==> src/rtl/ps2_scancode_decoder.sv <==
// PS/2 keyboard receiver and scancode set 2 decoder.
// Takes the raw PS/2 clock and data pins and checks each 11-bit frame.
// It resolves the E0/F0/E1 prefix sequences and emits one strobed internal
// keycode per mapped make or break event.
module ps2_scancode_decoder #(
    parameter int TIMEOUT_CYCLES = 5000
) (
    input  logic       clk,
    input  logic       rst_n,
    input  logic       ps2_clk,
    input  logic       ps2_data,
    output logic       key_data_stb,
    output logic       key_broken,
    output logic [7:0] key_data,
    output logic       frame_err
);

    localparam int CW = $clog2(TIMEOUT_CYCLES + 1);

    typedef enum logic [2:0] {
        ST_IDLE    = 3'd0,
        ST_EXT     = 3'd1,
        ST_BRK     = 3'd2,
        ST_EXT_BRK = 3'd3,
        ST_PAUSE   = 3'd4
    } state_t;

    // Odd parity holds when data plus parity bit carry an odd number of ones.
    function automatic logic odd_parity_ok(input logic [7:0] d, input logic p);
        return ^{d, p};
    endfunction

    // Scancode to internal keycode; bit 8 flags a mapped code.
    function automatic logic [8:0] keymap(input logic ext, input logic [7:0] code);
        logic [8:0] r;
        r = 9'd0;
        if (ext) begin
            case (code)
                8'h14:   r = {1'b1, 8'h2E};
                8'h11:   r = {1'b1, 8'h2F};
                default: r = 9'd0;
            endcase
        end else begin
            case (code)
                8'h1C: r = {1'b1, 8'h01};  8'h32: r = {1'b1, 8'h02};
                8'h21: r = {1'b1, 8'h03};  8'h23: r = {1'b1, 8'h04};
                8'h24: r = {1'b1, 8'h05};  8'h2B: r = {1'b1, 8'h06};
                8'h34: r = {1'b1, 8'h07};  8'h33: r = {1'b1, 8'h08};
                8'h43: r = {1'b1, 8'h09};  8'h3B: r = {1'b1, 8'h0A};
                8'h42: r = {1'b1, 8'h0B};  8'h4B: r = {1'b1, 8'h0C};
                8'h3A: r = {1'b1, 8'h0D};  8'h31: r = {1'b1, 8'h0E};
                8'h44: r = {1'b1, 8'h0F};  8'h4D: r = {1'b1, 8'h10};
                8'h15: r = {1'b1, 8'h11};  8'h2D: r = {1'b1, 8'h12};
                8'h1B: r = {1'b1, 8'h13};  8'h2C: r = {1'b1, 8'h14};
                8'h3C: r = {1'b1, 8'h15};  8'h2A: r = {1'b1, 8'h16};
                8'h1D: r = {1'b1, 8'h17};  8'h22: r = {1'b1, 8'h18};
                8'h35: r = {1'b1, 8'h19};  8'h1A: r = {1'b1, 8'h1A};
                8'h45: r = {1'b1, 8'h1B};  8'h16: r = {1'b1, 8'h1C};
                8'h1E: r = {1'b1, 8'h1D};  8'h26: r = {1'b1, 8'h1E};
                8'h25: r = {1'b1, 8'h1F};  8'h2E: r = {1'b1, 8'h20};
                8'h36: r = {1'b1, 8'h21};  8'h3D: r = {1'b1, 8'h22};
                8'h3E: r = {1'b1, 8'h23};  8'h46: r = {1'b1, 8'h24};
                8'h29: r = {1'b1, 8'h25};  8'h5A: r = {1'b1, 8'h26};
                8'h66: r = {1'b1, 8'h27};  8'h58: r = {1'b1, 8'h2C};
                8'h12: r = {1'b1, 8'h2D};  8'h59: r = {1'b1, 8'h2D};
                8'h14: r = {1'b1, 8'h2E};  8'h11: r = {1'b1, 8'h2F};
                default: r = 9'd0;
            endcase
        end
        return r;
    endfunction

    logic          ps2_clk_meta_r, ps2_clk_sync_r, ps2_clk_prev_r;
    logic          ps2_data_meta_r, ps2_data_sync_r;
    logic          fall_s, timeout_s;
    logic [3:0]    bit_cnt_r;
    logic [7:0]    shift_r;
    logic          parity_r;
    logic [CW-1:0] cyc_cnt_r;
    logic          byte_vld_r, rx_abort_r, frame_err_r;
    logic [7:0]    byte_r;
    state_t        state_r, state_nxt_s;
    logic [2:0]    skip_r, skip_nxt_s;
    logic          look_s, look_ext_s, look_brk_s, emit_s;
    logic [8:0]    map_s;
    logic          key_data_stb_r, key_broken_r;
    logic [7:0]    key_data_r;

    // Two-flop synchronizers plus previous-sample register for edge detection.
    always_ff @(posedge clk or negedge rst_n) begin
        if (!rst_n) begin
            ps2_clk_meta_r  <= 1'b1;
            ps2_clk_sync_r  <= 1'b1;
            ps2_clk_prev_r  <= 1'b1;
            ps2_data_meta_r <= 1'b1;
            ps2_data_sync_r <= 1'b1;
        end else begin
            ps2_clk_meta_r  <= ps2_clk;
            ps2_clk_sync_r  <= ps2_clk_meta_r;
            ps2_clk_prev_r  <= ps2_clk_sync_r;
            ps2_data_meta_r <= ps2_data;
            ps2_data_sync_r <= ps2_data_meta_r;
        end
    end

    assign fall_s    = ps2_clk_prev_r & ~ps2_clk_sync_r;
    assign timeout_s = (bit_cnt_r != 4'd0) && (cyc_cnt_r == CW'(TIMEOUT_CYCLES));

    // Idle-cycle counter between PS/2 clock edges; only runs inside a frame.
    always_ff @(posedge clk or negedge rst_n) begin
        if (!rst_n) begin
            cyc_cnt_r <= '0;
        end else if (fall_s || (bit_cnt_r == 4'd0) || timeout_s) begin
            cyc_cnt_r <= '0;
        end else begin
            cyc_cnt_r <= cyc_cnt_r + CW'(1);
        end
    end

    // Frame deserializer: start check, data shift, parity/stop check, timeout abort.
    always_ff @(posedge clk or negedge rst_n) begin
        if (!rst_n) begin
            bit_cnt_r   <= 4'd0;
            shift_r     <= 8'd0;
            parity_r    <= 1'b0;
            byte_r      <= 8'd0;
            byte_vld_r  <= 1'b0;
            rx_abort_r  <= 1'b0;
            frame_err_r <= 1'b0;
        end else begin
            byte_vld_r  <= 1'b0;
            rx_abort_r  <= 1'b0;
            frame_err_r <= 1'b0;
            if (fall_s) begin
                case (bit_cnt_r)
                    4'd0: begin
                        if (ps2_data_sync_r) begin
                            frame_err_r <= 1'b1;
                        end else begin
                            bit_cnt_r <= 4'd1;
                        end
                    end
                    4'd9: begin
                        parity_r  <= ps2_data_sync_r;
                        bit_cnt_r <= 4'd10;
                    end
                    4'd10: begin
                        bit_cnt_r <= 4'd0;
                        if (ps2_data_sync_r && odd_parity_ok(shift_r, parity_r)) begin
                            byte_r     <= shift_r;
                            byte_vld_r <= 1'b1;
                        end else begin
                            frame_err_r <= 1'b1;
                            rx_abort_r  <= 1'b1;
                        end
                    end
                    default: begin
                        if (bit_cnt_r <= 4'd8) begin
                            shift_r   <= {ps2_data_sync_r, shift_r[7:1]};
                            bit_cnt_r <= bit_cnt_r + 4'd1;
                        end else begin
                            bit_cnt_r <= 4'd0;
                        end
                    end
                endcase
            end else if (timeout_s) begin
                bit_cnt_r   <= 4'd0;
                frame_err_r <= 1'b1;
                rx_abort_r  <= 1'b1;
            end
        end
    end

    // Prefix FSM state register.
    always_ff @(posedge clk or negedge rst_n) begin
        if (!rst_n) begin
            state_r <= ST_IDLE;
            skip_r  <= 3'd0;
        end else begin
            state_r <= state_nxt_s;
            skip_r  <= skip_nxt_s;
        end
    end

    // Prefix FSM next state and keycode lookup request.
    always_comb begin
        state_nxt_s = state_r;
        skip_nxt_s  = skip_r;
        look_s      = 1'b0;
        look_ext_s  = 1'b0;
        look_brk_s  = 1'b0;
        if (rx_abort_r) begin
            state_nxt_s = ST_IDLE;
            skip_nxt_s  = 3'd0;
        end else if (byte_vld_r) begin
            case (state_r)
                ST_IDLE: begin
                    case (byte_r)
                        8'hE0: state_nxt_s = ST_EXT;
                        8'hF0: state_nxt_s = ST_BRK;
                        8'hE1: begin
                            state_nxt_s = ST_PAUSE;
                            skip_nxt_s  = 3'd7;
                        end
                        8'hAA, 8'hFA, 8'hEE, 8'hFE, 8'h00, 8'hFF: state_nxt_s = ST_IDLE;
                        default: look_s = 1'b1;
                    endcase
                end
                ST_EXT: begin
                    if (byte_r == 8'hF0) begin
                        state_nxt_s = ST_EXT_BRK;
                    end else begin
                        look_s      = 1'b1;
                        look_ext_s  = 1'b1;
                        state_nxt_s = ST_IDLE;
                    end
                end
                ST_BRK: begin
                    look_s      = 1'b1;
                    look_brk_s  = 1'b1;
                    state_nxt_s = ST_IDLE;
                end
                ST_EXT_BRK: begin
                    look_s      = 1'b1;
                    look_ext_s  = 1'b1;
                    look_brk_s  = 1'b1;
                    state_nxt_s = ST_IDLE;
                end
                ST_PAUSE: begin
                    if (skip_r <= 3'd1) begin
                        skip_nxt_s  = 3'd0;
                        state_nxt_s = ST_IDLE;
                    end else begin
                        skip_nxt_s  = skip_r - 3'd1;
                    end
                end
                default: begin
                    state_nxt_s = ST_IDLE;
                    skip_nxt_s  = 3'd0;
                end
            endcase
        end else begin
            state_nxt_s = state_r;
        end
        map_s  = keymap(look_ext_s, byte_r);
        emit_s = look_s & map_s[8];
    end

    // Output register: strobe for one cycle, data and break flag held between strobes.
    always_ff @(posedge clk or negedge rst_n) begin
        if (!rst_n) begin
            key_data_stb_r <= 1'b0;
            key_broken_r   <= 1'b0;
            key_data_r     <= 8'd0;
        end else begin
            key_data_stb_r <= emit_s;
            if (emit_s) begin
                key_data_r   <= map_s[7:0];
                key_broken_r <= look_brk_s;
            end
        end
    end

    assign key_data_stb = key_data_stb_r;
    assign key_broken   = key_broken_r;
    assign key_data     = key_data_r;
    assign frame_err    = frame_err_r;

endmodule

==> config.mk <==
export PLATFORM = sky130hd
export DESIGN_NAME = ps2_scancode_decoder
export DESIGN_NICKNAME = d
export VERILOG_FILES = /design/src/rtl/ps2_scancode_decoder.sv
export SDC_FILE = /design/constraint.sdc
export NUM_CORES = 1
export LEC_CHECK = 0
export BUFFER_PORTS_ARGS = -buffer_cell sky130_fd_sc_hd__buf_2
export CORE_ASPECT_RATIO = 1.75
export CORE_UTILIZATION = 26
export DETAILED_ROUTE_END_ITERATION = 12
export PLACE_DENSITY = 0.37
export SKIP_LAST_GASP = 1
export SYNTH_ARGS = -nofsm -noshare
export SYNTH_HDL_FRONTEND = slang
export SYNTH_SLANG_ARGS = --single-unit
==> constraint.sdc <==
create_clock -name clk -period 2.5 [get_ports clk]
set_input_delay 0.625 -clock clk [delete_from_list [all_inputs] [get_ports clk]]
set_output_delay 0.625 -clock clk [all_outputs]
set_load 0.05 [all_outputs]
==> impl_metrics.py <==
metrics = {
    "run_status": {
        "status": "finished, final reports clean",
    },
    "sta": {
        "slew_viol_final": 0,
        "layout_min_cycle_time_ns": 2.291,
        "fin_skew_ns": 0.009738,
        "setup_slack_ns": 0.2094,
        "hold_viol": 0,
        "setup_viol": 0,
        "period_share_pct": 91.63,
        "fmax_mhz": 436.6,
        "tightest_slew_ns": 0.7526,
        "rsz0062_at_grt": "false",
        "tns_ns": 0,
        "relSlewSlack_pct": 49.83,
    },
    "die": {
        "initial_core_util_pct": 26.64,
        "rows": 57,
        "coreArea_um2": 13910,
        "fp.dieW_um": 92.24,
        "ios": 15,
        "die-area_um2": 14750,
        "die_y_um": 159.9,
    },
    "worst_setup_path": {
        "reg2reg_slack_ns": 0.21,
        "reg2reg_depth": 6,
        "path_buf_inv": 0,
        "cp_max_fo": 7,
        "critPathLaunch": "byte_vld_r",
        "critPathCapture": "key_data[1]",
        "crit_type": "reg -> reg",
        "end_kind": "flip-flop",
        "critPathLaunchType": "flip-flop",
        "path_cells": "nor3b_1 > a21oi_1 > nor2b_1 > nand3_1 > nand3_2 > mux2_2",
        "critical_path_required_ns": 2.69,
        "r2r_start": "byte_vld_r",
        "crit_family": "simple AND/OR/NAND/NOR gates",
        "cp_slowest_cell": "a21oi_1",
        "arrival_ns": 2.48,
        "timing.rr.end": "key_data[1]",
        "cp_num_cells": 6,
        "cp_slowest_stage_delay_ns": 0.51,
    },
    "logic_synthesis": {
        "ys_warn_count": 0,
        "yosys.area_share.simple_pct": 20.91,
        "synth_cells": 393,
        "synth-seq-cells": 56,
        "synth_compound_area_share_pct": 16.08,
        "ys.flop_type": "dfrtp_1",
        "syn_area_per_cell_um2": 9.427,
        "ys_async_sr_fraction_pct": 100.0,
        "synth_cell_types": 64,
        "synth_xor_area_share_pct": 4.863,
        "seq_area_frac_synth_pct": 37.99,
        "muxShareOfSynthArea_pct": 8.105,
        "synth_top_family_by_area": "simple AND/OR/NAND/NOR gates",
        "netlist_area_um2": 3705,
        "synthAdderAreaFrac_pct": 5.404,
        "synth-edff-count": 0,
    },
    "placement": {
        "place_ws_ns": 0.2526,
        "gp_congestion": 0.8919,
        "portBuffers": 12,
        "dp.final_hpwl_um": 8243,
    },
    "clock_tree": {
        "cts_resized": 0,
        "cts_made_buffers": 5,
        "cts_setup_buffers": 0,
        "hold_buffers": 0,
        "cts_tree": "yes",
        "cts_buffer_depth": 2,
        "cts_root_buf": "clkbuf_16",
        "h-tree-depth": 2,
        "clk_pin_slew_ns": 0.08,
        "clk_latency_ns": 0.30,
        "clkSinkCount": 56,
    },
    "cells_and_area": {
        "ff_latch_area_um2": 1408,
        "final_common_cell": "dfrtp_1",
        "final_core_util_pct": 29.77,
        "fillers": 1506,
        "layout_common_cells": "dfrtp_1, nor2_1, nand2_1",
        "drive_above_1_share_pct": 19.52,
        "area_growth_pct": 11.75,
        "finalNetCount": 434,
        "antenna_cells": 0,
        "multi_input_area_um2": 2058,
    },
    "power_and_ir_drop": {
        "power.density_nw_per_um2": 860.1,
        "ir_drop_v": 0.0004450,
        "p_leak_nw": 1.827,
    },
    "global_routing": {
        "grt_pass1_wl_um": 17230,
        "grt_pass1_vias": 3176,
        "antenna_found_initial": 0,
        "grt_overflow": 0,
        "grt_start_max_net_pins": 57,
        "grt.total_usage_pct": 15.36,
    },
    "worst_hold_path": {
        "min_path_type": "reg -> reg",
        "whs_path_depth": 0,
    },
    "routing": {
        "firstDrtPassIters": 4,
        "ant_nets": 0,
        "routed_via_density": 5.101,
        "wl_per_cell_um": 18.18,
        "wl_um": 10760,
        "drt-initial-drc-count": 191,
        "dr_total_vias": 3020,
        "drcViolationCount": 0,
    },
    "job": {
        "cap_violations": 0,
    },
}
## how the worst min path moves through the flow
stage | startpoint | end | slack, ns
after floorplan | rst_n | bit_cnt_r[0] | 0.33
after global placement | ps2_clk_meta_r | ps2_clk_sync_r | 0.35
after detailed placement | ps2_clk_meta_r | ps2_clk_sync_r | 0.35
after CTS | ps2_data_meta_r | ps2_data_sync_r | 0.36
after global routing | ps2_clk_meta_r | ps2_clk_sync_r | 0.36
final | ps2_data_meta_r | ps2_data_sync_r | 0.36
## where the power goes
part           total (mW)  switching, mW  internal [mW]
Sequential           1.33          0.272           1.06
Combinational        1.49          0.809          0.684
Clock               0.740          0.358          0.381
Total                3.56           1.44           2.12
## synthesized netlist by cell type (3+ instances only)
cell type,count,area share (%)
and3_1,9,1.5
a211o_1,3,0.71
xor2_1,7,1.7
dfrtp_1,51,34
clkbuf_8,3,1.1
nand4_1,3,0.51
clkbuf_1,5,0.51
a31oi_1,3,0.51
o211ai_1,6,1.2
nor3_1,16,2.2
a22o_1,4,0.95
xnor2_1,11,2.6
a211oi_1,3,0.61
a21oi_1,18,2.4
a21o_1,3,0.61
o22ai_1,4,0.68
nor2b_1,16,2.7
buf_2,5,0.68
a32oi_1,3,0.71
buf_6,6,1.8
mux2_2,22,6.7
o31ai_1,3,0.61
dfstp_2,5,3.5
mux2i_1,3,0.81
nand3_1,19,2.6
nor2_1,38,3.9
ha_1,16,5.4
nand2b_1,9,1.5
o21ai_0,17,2.3
nand2_1,24,2.4
inv_1,18,1.8
## state kept, by name, summed over array words and instances (netlist names), 3 cells and up
name	flops
skip_r	3
cyc_cnt_r	13
bit_cnt_r	4
key_data	6
state_r	3
shift_r	8
byte_r	8
## worst register-to-register path, stage by stage, from the launching register on
cell	delay [ns]
dfrtp_1	0.44
nor3b_1	0.18
a21oi_1	0.51
nor2b_1	0.38
nand3_1	0.16
nand3_2	0.16
mux2_2	0.35
## layer usage
metal | routed length [µm] | GRT usage [%] | up-vias | part of all wire (%)
li1 | - | - | 1443 | -
met1 | 3911 | 15.41 | 1482 | 36
met4 | 534 | 8.310 | 0 | 5.0
met2 | 6066 | 29.82 | 70 | 56
met5 | 0 | 0 | - | 0
met3 | 249 | 1.810 | 25 | 2.3
## logic make-up after synthesis
logic type | Yosys count
AND/OR/NAND/NOR | 148
adder cells (fa/ha/maj) | 16
flip-flops | 56
XOR/XNOR | 19
buffers and inverters | 40
AO/OA/AOI/OAI | 87
other | 1
multiplexers | 26
## layout make-up
| class | count | area share [%] |
|---|---|---|
| multi-input combinational | 298 | 49.71 |
| sequential | 56 | 34.00 |
| clock buffer | 5 | 3.022 |
| tap | 177 | 5.349 |
| inverter | 18 | 1.632 |
| timing repair buffer | 35 | 5.621 |
| clock inverter | 3 | 0.6649 |
## through the flow
stage / hold slack (ns) / total power [mW] / instance area, µm² / cells
floorplan: 0.3294 / 2.422 / 3709 / 394
global placement: 0.3456 / 2.862 / 3988 / 584
detailed placement: 0.3468 / 2.848 / 3988 / 584
CTS: 0.3590 / 3.617 / 4140 / 592
global route: 0.3634 / 3.821 / 4140 / 592
finish: 0.3578 / 3.561 / 4140 / 592
No activity file was read; power rests on OpenSTA's default activity.
